[src/rtl/uart_rx_pkt_ctrl_pkg.sv]
// Shared definitions for the UART packet controller: FSM state encoding,
// error codes, default parameter values and a small state helper.
package uart_rx_pkt_ctrl_pkg;

  typedef enum logic [2:0] {
    ST_HUNT    = 3'd0,
    ST_ADDR    = 3'd1,
    ST_LEN     = 3'd2,
    ST_PAYLOAD = 3'd3,
    ST_CSUM    = 3'd4,
    ST_COMMIT  = 3'd5
  } state_t;

  localparam logic [1:0] ERR_NONE    = 2'd0;
  localparam logic [1:0] ERR_CSUM    = 2'd1;
  localparam logic [1:0] ERR_LEN     = 2'd2;
  localparam logic [1:0] ERR_TIMEOUT = 2'd3;

  localparam logic [7:0] DEF_SYNC_BYTE   = 8'hAA;
  localparam int         DEF_MAX_LEN     = 16;
  localparam int         DEF_TIMEOUT_CYC = 8680;

  // True in the states that wait for a byte of an open packet; these are the
  // states in which the inter-byte timeout runs.
  function automatic logic in_packet(state_t s);
    return (s == ST_ADDR) || (s == ST_LEN) || (s == ST_PAYLOAD) || (s == ST_CSUM);
  endfunction

endpackage

[src/rtl/uart_rx_pkt_ctrl_pkt_buf.sv]
// Payload buffer: DEPTH x 8 register file, one synchronous write port and one
// asynchronous read port. Async read lets COMMIT issue a write every cycle.
module uart_rx_pkt_ctrl_pkt_buf #(
  parameter int DEPTH = 16,
  parameter int AW    = 4
) (
  input  logic          clk,
  input  logic          we,
  input  logic [AW-1:0] waddr,
  input  logic [7:0]    wdata,
  input  logic [AW-1:0] raddr,
  output logic [7:0]    rdata
);

  logic [7:0] mem_reg [DEPTH];

  for (genvar gi = 0; gi < DEPTH; gi++) begin : g_entry
    // Each entry captures the write data when it is the addressed slot.
    always_ff @(posedge clk) begin
      if (we && (waddr == AW'(gi))) begin
        mem_reg[gi] <= wdata;
      end
    end
  end

  assign rdata = mem_reg[raddr];

endmodule

[src/rtl/uart_rx_pkt_ctrl.sv]
// Packet controller behind the UART byte receiver. Hunts for a sync byte,
// collects ADDR, LEN, payload and CSUM, and on a zero modulo-256 sum replays
// the buffered payload as back-to-back writes on the register-bank port.
module uart_rx_pkt_ctrl
  import uart_rx_pkt_ctrl_pkg::*;
#(
  parameter logic [7:0] SYNC_BYTE   = DEF_SYNC_BYTE,
  parameter int         MAX_LEN     = DEF_MAX_LEN,
  parameter int         TIMEOUT_CYC = DEF_TIMEOUT_CYC
) (
  input  logic       clk,
  input  logic       rstn,
  input  logic       rx_rcv,
  input  logic [7:0] rx_data,
  output logic       wr_en,
  output logic [7:0] wr_addr,
  output logic [7:0] wr_data,
  output logic       pkt_done,
  output logic       pkt_err,
  output logic [1:0] err_code,
  output logic       busy
);

  localparam int              AW        = (MAX_LEN > 1) ? $clog2(MAX_LEN) : 1;
  localparam int              TW        = $clog2(TIMEOUT_CYC + 1);
  localparam logic [7:0]      MAX_LEN_B = 8'(MAX_LEN);
  localparam logic [TW-1:0]   TMO_LAST  = TW'(TIMEOUT_CYC - 1);

  state_t        state_reg;
  logic [7:0]    base_reg;
  logic [7:0]    len_reg;
  logic [7:0]    sum_reg;
  logic [7:0]    idx_reg;
  logic [TW-1:0] tmo_cnt_reg;

  logic [7:0]    sum_next;
  logic          tmo_expire;
  logic          buf_we;
  logic [AW-1:0] buf_waddr;
  logic [AW-1:0] buf_raddr;
  logic [7:0]    buf_rdata;

  uart_rx_pkt_ctrl_pkt_buf #(
    .DEPTH (MAX_LEN),
    .AW    (AW)
  ) u_pkt_buf (
    .clk   (clk),
    .we    (buf_we),
    .waddr (buf_waddr),
    .wdata (rx_data),
    .raddr (buf_raddr),
    .rdata (buf_rdata)
  );

  // Running checksum, timeout detect and buffer port steering.
  always_comb begin
    sum_next   = sum_reg + rx_data;
    tmo_expire = in_packet(state_reg) && (tmo_cnt_reg == TMO_LAST);
    buf_we     = rx_rcv && (state_reg == ST_PAYLOAD) && !tmo_expire;
    buf_waddr  = idx_reg[AW-1:0];
    // CSUM launches the first write from slot 0; COMMIT walks idx.
    buf_raddr  = (state_reg == ST_COMMIT) ? idx_reg[AW-1:0] : '0;
  end

  // Packet FSM with registered write port, pulses and sticky error code.
  always_ff @(posedge clk) begin
    if (!rstn) begin
      state_reg   <= ST_HUNT;
      base_reg    <= 8'd0;
      len_reg     <= 8'd0;
      sum_reg     <= 8'd0;
      idx_reg     <= 8'd0;
      tmo_cnt_reg <= '0;
      wr_en       <= 1'b0;
      wr_addr     <= 8'd0;
      wr_data     <= 8'd0;
      pkt_done    <= 1'b0;
      pkt_err     <= 1'b0;
      err_code    <= ERR_NONE;
    end else begin
      wr_en    <= 1'b0;
      pkt_done <= 1'b0;
      pkt_err  <= 1'b0;
      if (tmo_expire) begin
        // Expiry beats a byte arriving in the same cycle; that byte is lost.
        pkt_err     <= 1'b1;
        err_code    <= ERR_TIMEOUT;
        state_reg   <= ST_HUNT;
        tmo_cnt_reg <= '0;
      end else begin
        if (in_packet(state_reg)) begin
          tmo_cnt_reg <= rx_rcv ? '0 : tmo_cnt_reg + 1'b1;
        end else begin
          tmo_cnt_reg <= '0;
        end
        case (state_reg)
          ST_HUNT: begin
            if (rx_rcv && (rx_data == SYNC_BYTE)) begin
              sum_reg   <= 8'd0;
              state_reg <= ST_ADDR;
            end
          end
          ST_ADDR: begin
            if (rx_rcv) begin
              base_reg  <= rx_data;
              sum_reg   <= sum_next;
              state_reg <= ST_LEN;
            end
          end
          ST_LEN: begin
            if (rx_rcv) begin
              sum_reg <= sum_next;
              len_reg <= rx_data;
              idx_reg <= 8'd0;
              if (rx_data > MAX_LEN_B) begin
                pkt_err   <= 1'b1;
                err_code  <= ERR_LEN;
                state_reg <= ST_HUNT;
              end else if (rx_data == 8'd0) begin
                state_reg <= ST_CSUM;
              end else begin
                state_reg <= ST_PAYLOAD;
              end
            end
          end
          ST_PAYLOAD: begin
            if (rx_rcv) begin
              sum_reg <= sum_next;
              idx_reg <= idx_reg + 8'd1;
              if ((idx_reg + 8'd1) == len_reg) begin
                state_reg <= ST_CSUM;
              end
            end
          end
          ST_CSUM: begin
            if (rx_rcv) begin
              sum_reg <= sum_next;
              if (sum_next == 8'd0) begin
                state_reg <= ST_COMMIT;
                // Issue write 0 here so it appears the cycle after the CSUM byte.
                if (len_reg != 8'd0) begin
                  wr_en   <= 1'b1;
                  wr_addr <= base_reg;
                  wr_data <= buf_rdata;
                  idx_reg <= 8'd1;
                end else begin
                  idx_reg <= 8'd0;
                end
              end else begin
                pkt_err   <= 1'b1;
                err_code  <= ERR_CSUM;
                state_reg <= ST_HUNT;
              end
            end
          end
          ST_COMMIT: begin
            // Incoming bytes are ignored while the burst drains.
            if (idx_reg == len_reg) begin
              pkt_done  <= 1'b1;
              err_code  <= ERR_NONE;
              state_reg <= ST_HUNT;
            end else begin
              wr_en   <= 1'b1;
              wr_addr <= base_reg + idx_reg;
              wr_data <= buf_rdata;
              idx_reg <= idx_reg + 8'd1;
            end
          end
          default: begin
            state_reg <= ST_HUNT;
          end
        endcase
      end
    end
  end

  assign busy = (state_reg != ST_HUNT);

endmodule
[config.mk]
export PLATFORM = sky130hd
export DESIGN_NAME = uart_rx_pkt_ctrl
export DESIGN_NICKNAME = d
export VERILOG_FILES = /design/src/rtl/uart_rx_pkt_ctrl_pkg.sv /design/src/rtl/uart_rx_pkt_ctrl_pkt_buf.sv /design/src/rtl/uart_rx_pkt_ctrl.sv
export SDC_FILE = /design/constraint.sdc
export NUM_CORES = 1
export LEC_CHECK = 0
export CELL_PAD_IN_SITES_DETAIL_PLACEMENT = 2
export CELL_PAD_IN_SITES_GLOBAL_PLACEMENT = 2
export CORE_ASPECT_RATIO = 0.6
export CORE_MARGIN = 2
export CORE_UTILIZATION = 45
export DETAILED_ROUTE_END_ITERATION = 8
export PLACE_DENSITY_LB_ADDON = 0.15
export REMOVE_ABC_BUFFERS = 1
export SLEW_MARGIN = 20
export SYNTH_ARGS = -nofsm -noshare
export SYNTH_HDL_FRONTEND = slang
export SYNTH_SLANG_ARGS = --single-unit
[constraint.sdc]
create_clock -name clk -period 4.66 [get_ports clk]
set_clock_uncertainty 0.2 [all_clocks]
set_input_delay 0.699 -clock clk [delete_from_list [all_inputs] [get_ports clk]]
set_output_delay 0.699 -clock clk [all_outputs]
set_load 0.02 [all_outputs]
==> Word level (Yosys, flattened, before mapping) <==
Memories as Yosys holds them, arrays and structs flattened.
Index checks and enable logic that the tools add are counted.
{ "word_totals": {"in_bits": 11, "reg_bits": 70, "out_inout_bits": 22, "word_cells": 250, "mem_count": 1, "ram_bits": 128} }
{ "classes": {"addsub": 4, "eq_ne": 40, "order_cmp": 1, "reduce_logical": 60, "n_mux": 128, "bitwise_logic": 4} }
{ "memory_table": {"columns": ["memory", "depth", "width", "read_ports", "rd_ports_with_merged_regs", "wr", "line", "rtl"], "rows": [
  ["u_pkt_buf.mem_reg", 16, 8, 1, 0, 1, "uart_rx_pkt_ctrl_pkt_buf.sv:15", "logic [7:0] mem_reg [DEPTH];"]
]} }
{ "op_table": {"columns": ["op", "count"], "rows": [
  ["$mux 8", 30],
  ["$reduce_or 8->1", 15],
  ["$mux 4", 16],
  ["$mux 1", 58],
  ["$pmux 8 s2", 3],
  ["$eq 4x4->1 const B", 8],
  ["$pmux 8 s4", 1],
  ["$mux 3", 10],
  ["$logic_and 1x1->1", 20],
  ["$pmux 3 s6", 1],
  ["$add 8x8->8", 2],
  ["$eq 4x3->1 const B", 4],
  ["$eq 8x8->1", 2],
  ["$logic_not 8->1", 2],
  ["$add 14x1->14 const B", 1],
  ["$eq 14x14->1 const B", 1],
  ["$reduce_and 7->1", 2],
  ["$mux 2", 6],
  ["$ne 2x2->1 const B", 6],
  ["$reduce_and 6->1", 2],
  ["$ne 2x1->1 const B", 5],
  ["$ne 3x3->1 const B", 3],
  ["$add 8x1->8 const B", 1],
  ["$eq 4x2->1 const B", 2],
  ["other kinds (23)", 36]
]} }

==> Logic depth before layout (Yosys ltp) <==
Gate-level depths: netlist (run 1).
{ "depth": {"ltp_word": 26, "mapped_depth": 9, "mapped_depth_nobuf": 9} }

==> Cells and area by module <==
Synthesis (run 1) repeated with hierarchy kept, for this count alone.
{ "hier_totals": {"hier_cells": 732, "hier_area_um2": 9195.1} }
{ "modules_own_cells": {"columns": ["mod", "seq_area_each_um2", "n_inst", "area_each_um2", "cells_each"], "rows": [
  ["uart_rx_pkt_ctrl_pkt_buf", 3843.7, 1, 4987.3, 221],
  ["uart_rx_pkt_ctrl", 1401.3, 1, 4207.8, 511]
]} }

==> Least setup slack after synthesis (run 1) <==
No wires, ideal clock.
{ "synth_timing": {"path_kind": "in2reg", "startpoint": "in rx_data[0]", "endpoint": "reg idx_reg[3]", "n_path_buf": 1, "path_stages": 9, "setup_time_ps": 116, "arrival_ps": 3026, "path_slack_ps": 1318, "required_time_ps": 4344, "path_cell_list": "ha_1 > fa_1 > a211oi_1 > o21ba_2 > o22ai_1 > o41a_1 > or3_1 > buf_6 > a31o_1"} }
{ "synth_between": {"elab_chain_cells": 4} }
{ "synth_rtl": {"columns": ["element", "line", "rtl"], "rows": [
  ["start: declaration", "uart_rx_pkt_ctrl.sv:14", "input logic [7:0] rx_data,"],
  ["$add 8x8->8", "uart_rx_pkt_ctrl.sv:57", "sum_next = sum_reg + rx_data;"],
  ["$logic_not 8->1", "uart_rx_pkt_ctrl.sv:138", "if (sum_next == 8'd0) begin"],
  ["$ne 2x1->1 (no line)", null, null],
  ["$reduce_and 7->1 (no line)", null, null],
  ["end signal: assignment", "uart_rx_pkt_ctrl.sv:129", "idx_reg <= idx_reg + 8'd1;"],
  ["end signal: assignment", "uart_rx_pkt_ctrl.sv:166", "idx_reg <= idx_reg + 8'd1;"],
  ["end: declaration", "uart_rx_pkt_ctrl.sv:33", "logic [7:0] idx_reg;"]
]} }
No other way between the ends.
A chain may end at the register's enable or synchronous reset.

==> Worst setup path in the final report (run 1) <==
{ "layout_timing": {"startpoint": "reg state_reg[2]", "endpoint": "mem u_pkt_buf.mem_reg[15][5] (enable)"} }
{ "layout_between": {"elab_chain_cells": 26, "elab_cells_between_ends": 104, "classes_between": "4 x eq/ne; 62 x mux; 38 x reduce/logical"} }
{ "layout_rtl": {"columns": ["element", "line", "rtl"], "rows": [
  ["start: declaration", "uart_rx_pkt_ctrl.sv:29", "state_t state_reg;"],
  ["start signal: assignment", "uart_rx_pkt_ctrl.sv:68", "state_reg <= ST_HUNT;"],
  ["start signal: assignment", "uart_rx_pkt_ctrl.sv:88", "state_reg <= ST_HUNT;"],
  ["start signal: assignment", "uart_rx_pkt_ctrl.sv:100", "state_reg <= ST_ADDR;"],
  ["$eq 3x1->1 or $eq 3x2->1 (tied branches)", "uart_rx_pkt_ctrl_pkg.sv:26", "return (s == ST_ADDR) || (s == ST_LEN) || (s == ST_PAYLOAD) || (s == ST_CSUM);"],
  ["$logic_or 1x1->1 (3 in series)", "uart_rx_pkt_ctrl_pkg.sv:26", null],
  ["$logic_and 1x1->1", "uart_rx_pkt_ctrl.sv:58", "tmo_expire = in_packet(state_reg) && (tmo_cnt_reg == TMO_LAST);"],
  ["$logic_not 1->1", "uart_rx_pkt_ctrl.sv:59", "buf_we = rx_rcv && (state_reg == ST_PAYLOAD) && !tmo_expire;"],
  ["$logic_and 1x1->1 *", "uart_rx_pkt_ctrl.sv:59", null],
  ["$logic_and 1x1->1", "uart_rx_pkt_ctrl_pkt_buf.sv:20", "if (we && (waddr == AW'(gi))) begin"],
  ["$mux 1", "uart_rx_pkt_ctrl_pkt_buf.sv:20", null],
  ["$mux 1 (not written as such)", "uart_rx_pkt_ctrl_pkt_buf.sv:21", "mem_reg[gi] <= wdata;"],
  ["$reduce_or 8->1 (no line)", null, null],
  ["$mux 4 (no line) or $mux 1 (tied branches) (15 in series)", null, null],
  ["end: declaration", "uart_rx_pkt_ctrl_pkt_buf.sv:15", null]
]} }
Every way passes the cells marked *; elsewhere a longest branch is shown, timed or not.

==> results.md, run 1 <==
* Part of the Yosys area used for sequential elements at 55.9%
* Width of the die at 190 um
* Synthesized cell area at 0.00938 mm2
* Reg-to-reg setup timing slack at 0.42 ns
* Hold_buf cts at 0
* Critical path capture point type: flip-flop
* Type of the setup path with the least slack: reg -> reg
* Leakage at 3.59 nW
* Post-Place Cell Area at 0.0100 mm2
* Post-synth EDFFs at 128
* Dpl ws at 0.308 ns
* Number of placed instances, taps included at 1108
* Cell variety after synth at 75
* Die Area at between 0.02 and 0.025 mm2
* Number of nets in the final layout at 886
* Combined buffer and inverter count along the critical path at 0
* Number of setup buffers added after CTS at 0
* Post-cts sizing count at 0
* Initial antenna violation count at 0
* # H-tree levels at 4
* Final routed wire length divided by cell count at 30.5 um
* Slowest stage cell, crit path: dfxtp_1
* Number of flip-flops in the largest register at 128
* Number of cells in the finished layout apart from fillers at 1140
* Power density relative to cell area at 341 mW/mm2
* Clock tree from TritonCTS: built
* Antenna cell count at 0
* Site Rows at 40
* Root buffer selected by CTS: clkbuf_16
* Chip Height at ~120 um
* Utilization after layout at 52.6%
* Critical Path AT at 4.12 ns
* Number of endpoints with negative hold slack in the final report at 0
* Transition time of the tightest slew-check pin at approximately 1.0 ns
* FFs w/ async S/R, synth at 0%
* Routability congestion estimate from global placement at 0.899
* Average vias per placed instance at 6.46
* HP Class: reg -> reg
* Share of final-layout standard cells stronger than drive strength 1 at 8.19%
* GRT Overall Usage at 32.9%
* Dominant cell type by count on the critical path: and2_1
* Peak supply drop at 0.296 mV
* Number of maximum-capacitance violations at 0
* Clk slew on worst S/H paths at 0.08 ns
* I/O pin count at 33
* # setup viols final at 0
* Via count at 7369
* Area overhead of the layout relative to synthesis at 13.4%
* Clock buffers created by TritonCTS at 17
* Max incr delay on CP at 0.86 ns
* Fill count at 1935
* Number of cells produced by synthesis at about 800
* Fmax achieved at 236 MHz
* Highest-count cells in the layout ignoring fill and taps: 128 x edfxtp_1, 108 x nand2_1, 73 x mux2i_1
* Worst rel slew slack at between 30 and 40%
* Startpoint of the most critical register-to-register path: state_reg[2]
* Total number of yosys warnings at 0
* Drt drc at 0
* Initial core utilization at 46.4%
* Data required time of the worst path at roughly 4.5 ns
* RSZ-0062 raised after global routing: no
* Stages on the worst setup path at 6
* Average cell area after synthesis at about 11 um2
* PortBufs at 32
* Remaining global-route overflow at 0
* Remaining antenna violation count after routing at 0
* Sinks on Clock Net at a little under 200
* FF+latch count, synth at 198
* First-pass GRT wire length at 52.1 mm
* Count of routing violations after the opening detailed-route iteration at a little over 700
* Result of the run: finished clean
* Final period util at between 90% and 100%
* Placeable core region at approximately 0.02 mm2
* Top delay family on crit path: simple AND/OR/NAND/NOR gates
* Hold EP: wr_addr[7]
* Worst Path Max Fanout at 18
* DP Wirelength at 23.2 mm
* Startpoint types: flip-flop
* Worst Slack Setup Final at 0.416 ns
* Final Cell Area at around 0.011 mm2
* Number of max-slew violations in the final report at 0
* Length in cells of the worst reg-to-reg path at 6
* Hold path startpoint: wr_addr[7]
* Pin count of the biggest net entering global routing at 40
* Dominant register cell in the synthesized netlist: edfxtp_1
* Detailed Routing Iterations Pass 1 at 5
* Post-Route WL at 34.7 mm
* Setup TNS Final at 0 ns
* Destination of the worst register-to-register timing path: u_pkt_buf.mem_reg[15][5]
* Commonest non-fill, non-tap cell in the layout: edfxtp_1
* Depth of the worst hold-timing path at 2
* Min cycle time layout at 4.24 ns
* Series of cell instances along the critical path: o21ai_0 -> and2_1 -> and2_1 -> nor4_2 -> nand2_1 -> nor2_1
* Number of buffers between clock root and the deepest sink at 2
* Via count of the first global-routing pass at 7859
* Clock network latency to the later pin of the worst-skew pair at between 0.4 and 0.5 ns
## per-stage QoR
step | hold WS [ns] | power (mW)
CTS | 0.272 | 3.64
detailed placement | 0.262 | 2.12
finish | 0.267 | 3.63
global route | 0.300 | 3.71
global placement | 0.241 | 2.10
floorplan | 0.230 | 2.01
## cell families after synthesis
logic type               Yosys count  share of synthesized area (%)
AND/OR/NAND/NOR                  297                           15.9
buffers and inverters             54                           2.39
XOR/XNOR                          26                           2.51
flip-flops                       198                           55.9
AO/OA/AOI/OAI                    152                           12.5
multiplexers                      73                           7.79
adder cells (fa/ha/maj)           21                           2.96
## tightest hold or removal path, stage by stage (launching register included)
cell	delay (ns)
dfxtp_1	0.31
nand2_1	0.05
mux2i_1	0.06
## Yosys cell counts (all sizes together) (9+ instances only)
| cell type | n | area share, % |
|---|---|---|
| edfxtp | 128 | 41 |
| nor2 | 46 | 1.8 |
| mux2i | 73 | 7.8 |
| buf | 10 | 0.63 |
| nor3 | 15 | 0.85 |
| nand2b | 9 | 0.60 |
| o221ai | 16 | 1.5 |
| xor2 | 16 | 1.5 |
| o21ai | 19 | 1.0 |
| xnor2 | 10 | 1.0 |
| nor2b | 17 | 1.1 |
| nand4 | 13 | 0.87 |
| ha | 19 | 2.5 |
| inv | 13 | 0.52 |
| nand2 | 108 | 4.3 |
| clkbuf | 31 | 1.2 |
| o31ai | 11 | 0.88 |
| a21oi | 14 | 0.75 |
| and2 | 12 | 0.83 |
| nand3 | 32 | 1.7 |
| dfxtp | 70 | 15 |
## metal layers
metal / GRT usage, % / vias to the layer above / wire, um
met5: 0 / - / 0
met4: 11.6 / 0 / 858
met3: 6.06 / 73 / 2380
met2: 53.9 / 318 / 16200
met1: 44.3 / 3817 / 15300
li1: - / 3161 / -
## worst max path at each step
stage                                     to         start
finish              u_pkt_buf.mem_reg[15][5]  state_reg[2]
global route        u_pkt_buf.mem_reg[15][6]  state_reg[2]
CTS                 u_pkt_buf.mem_reg[15][4]  state_reg[2]
detailed placement                idx_reg[4]    rx_data[0]
global placement                  idx_reg[2]    rx_data[0]
floorplan                       state_reg[0]    idx_reg[0]
## where the power goes
part / total [mW] / leakage (nW) / switching, mW / internal, mW
clock: 1.54 / 0.283 / 0.734 / 0.806
sequential: 1.88 / 1.71 / 0.00770 / 1.87
combinational: 0.212 / 1.59 / 0.150 / 0.0621
total: 3.63 / 3.59 / 0.892 / 2.74
## layout make-up
type,instances,area [um2],area share (%)
Clock buffer,18,429,4.03
Clock inverter,14,163,1.53
Inverter,13,48.8,0.459
Multi-Input combinational cell,569,3930,36.9
Sequential cell,198,5250,49.3
Tap cell,273,342,3.21
Timing Repair Buffer,55,488,4.59
(Power assumes the default switching activity.)
==> run 2: changes to the inputs <==
--- a/config.mk
+++ b/config.mk
@@ -5,6 +5,7 @@
 export SDC_FILE = /design/constraint.sdc
 export NUM_CORES = 1
 export LEC_CHECK = 0
+export ABC_AREA = 0
 export CELL_PAD_IN_SITES_DETAIL_PLACEMENT = 2
 export CELL_PAD_IN_SITES_GLOBAL_PLACEMENT = 2
 export CORE_ASPECT_RATIO = 0.6
==> results of run 2 <==
Final layout, timing and power as in run 1 (identical DEF).
==> run 3: changes to the inputs <==
--- a/config.mk
+++ b/config.mk
@@ -10,7 +10,7 @@
 export CELL_PAD_IN_SITES_GLOBAL_PLACEMENT = 2
 export CORE_ASPECT_RATIO = 0.6
 export CORE_MARGIN = 2
-export CORE_UTILIZATION = 45
+export CORE_UTILIZATION = 38
 export DETAILED_ROUTE_END_ITERATION = 8
 export PLACE_DENSITY_LB_ADDON = 0.15
 export REMOVE_ABC_BUFFERS = 1
==> constraint.sdc (replaced) <==
create_clock -name clk -period 3.6 [get_ports clk]
set_clock_uncertainty 0.2 [all_clocks]
set_input_delay 0.54 -clock clk [delete_from_list [all_inputs] [get_ports clk]]
set_output_delay 0.54 -clock clk [all_outputs]
set_load 0.02 [all_outputs]
==> run 3 against run 2 <==
Compared with the run above: clock power up 23%; routed wire length is 9.5% lower; cell area up 3.5%; final cell count is 8.0% higher; critical path type is now in -> reg; largest cell class unchanged; highest routed layer unchanged.
==> results.md, run 3 (synthesized netlist as in run 1, its figures left out) <==
* DP Wirelength at 21.9 mm
* Transition time of the tightest slew-check pin at approximately 0.9 ns
* Clk slew on worst S/H paths at 0.08 ns
* Number of max-slew violations in the final report at 0
* Highest-count cells in the layout ignoring fill and taps: 128 x edfxtp_1, 108 x nand2_1, 73 x mux2i_1
* Number of maximum-capacitance violations at 0
* Via count of the first global-routing pass at a little under 8000
* Number of buffers between clock root and the deepest sink at 2
* Clock tree from TritonCTS: built
* Pin count of the biggest net entering global routing at 28
* Post-Place Cell Area at 0.0104 mm2
* Placeable core region at 0.0242 mm2
* Result of the run: finished clean
* Hold_buf cts at 0
* Routability congestion estimate from global placement at 0.825
* Detailed Routing Iterations Pass 1 at 5
* HP Class: reg -> reg
* GRT Overall Usage at 25.5%
* Initial core utilization at around two fifths
* Remaining global-route overflow at 0
* Fmax achieved at 294 MHz
* Die Area at 0.0260 mm2
* Width of the die at 207 um
* Leakage at about 3.8 nW
* Most heavily used metal layer in global routing: met2
* Chip Height at 126 um
* Antenna cell count at 0
* Initial antenna violation count at 2
* GR Util met3 at 5.98%
* Sinks on Clock Net at 198
* Commonest non-fill, non-tap cell in the layout: edfxtp_1
* # H-tree levels at 4
* Final Cell Area at approximately 0.011 mm2
* Peak supply drop at ~0.32 mV
* Worst rel slew slack at 39.5%
* Worst Path Max Fanout at 8
* Global-route met2 utilization at 38.2%
* I/O pin count at 33
* # setup viols final at 0
* Startpoint types: input pin
* Grt met1 use at between 30% and 40%
* Number of flip-flops in the largest register at 128
* Area overhead of the layout relative to synthesis at 17.4%
* Remaining antenna violation count after routing at 0
* Number of placed instances, taps included at 1199
* Type of the setup path with the least slack: in -> reg
* Number of cells in the finished layout apart from fillers at 1231
* Critical Path AT at 3.54 ns
* Via count at 7148
* Critical path capture point type: flip-flop
* Clock buffers created by TritonCTS at 17
* Power density relative to cell area at about 420 mW/mm2
* Number of endpoints with negative hold slack in the final report at 0
* Final period util at 94.6%
* Clock network latency to the later pin of the worst-skew pair at around 0.45 ns
* Average vias per placed instance at ~5.8
* Data required time of the worst path at 3.73 ns
* Post-Route WL at between 30 and 40 mm
* PortBufs at 32
* Count of routing violations after the opening detailed-route iteration at around 630
* RSZ-0062 raised after global routing: no
* Share of final-layout standard cells stronger than drive strength 1 at between 10% and 20%
* Drt drc at 0
* Fill count at roughly 2500
* Root buffer selected by CTS: clkbuf_16
* Number of setup buffers added after CTS at 0
* Site Rows at 44
* Hold Slack at 0.265 ns
* Number of nets in the final layout at 928
* Min cycle time layout at 3.40 ns
* First-pass GRT wire length at 48.7 mm
* Final routed wire length divided by cell count at 25.5 um
-- run 3: cell types whose count changed in the layout (fill, tap and decap cells not counted), moves of 2 or more --
cell | before | now
clkinv_2 | 0 | 2
buf_12 | 0 | 2
inv_6 | 4 | 2
clkbuf_8 | 0 | 2
buf_4 | 23 | 63
bufinv_16 | 2 | 0
-- run 3: report_power, final --
group / internal, mW / leakage [nW] / switching [mW]
clock: 0.977 / 0.280 / 0.920
sequential: 2.42 / 1.71 / 0.00813
combinational: 0.0924 / 1.83 / 0.182
total: 3.49 / 3.82 / 1.11
-- run 3: repair_timing --
| action | in CTS | in global routing |
|---|---|---|
| gates resized for setup | 0 | 1 |
| hold endpoints to repair | 0 | 0 |
| endpoints found under the setup margin | 0 | 2 |
-- run 3: metal layers --
metal	wire, um	part of all wire, %
met3	1580	5.0
met4	540	1.7
met1	15300	49
met2	14000	44
met5	0	0
-- run 3: area by class of cell --
| type | count | area [um2] | area share [%] |
|---|---|---|---|
| clock buffers | 21 | 482 | 4.37 |
| clock inverters | 11 | 87.6 | 0.795 |
| inverters | 13 | 48.8 | 0.443 |
| multi-input cells | 569 | 3920 | 35.6 |
| flip-flops and latches | 198 | 5250 | 47.6 |
| well taps | 322 | 403 | 3.66 |
| repair buffers | 97 | 828 | 7.52 |
-- run 3: path summary, 6_finish.rpt --
kind               from          to  slack, ns  cells after the start
max reg2reg  sum_reg[0]  idx_reg[4]       0.45                      8
max          rx_data[0]  idx_reg[4]       0.20                      9
min          wr_addr[7]  wr_addr[7]       0.27                      2
min reg2reg  wr_addr[7]  wr_addr[7]       0.27                      2
-- run 3: worst max-delay path, cell delays in order --
cell and delay [ns]:
clkdlybuf4s50_1 0.44, ha_1 0.25, fa_1 0.42, a211oi_2 0.27, o21ba_2 0.21, o22ai_1 0.15, o41a_1 0.46, or3_1 0.50
a31o_1 0.30
-- run 3: through the flow --
stage	setup TNS [ns]	setup slack, ns	total power, mW	util, %
floorplan	0	0.198	2.60	-
global placement	-2.06	-0.183	2.74	43.1
detailed placement	-5.10	-0.341	2.75	43.1
CTS	0	0.129	4.64	45.4
global route	0	0.101	4.74	45.5
finish	0	0.196	4.60	45.5
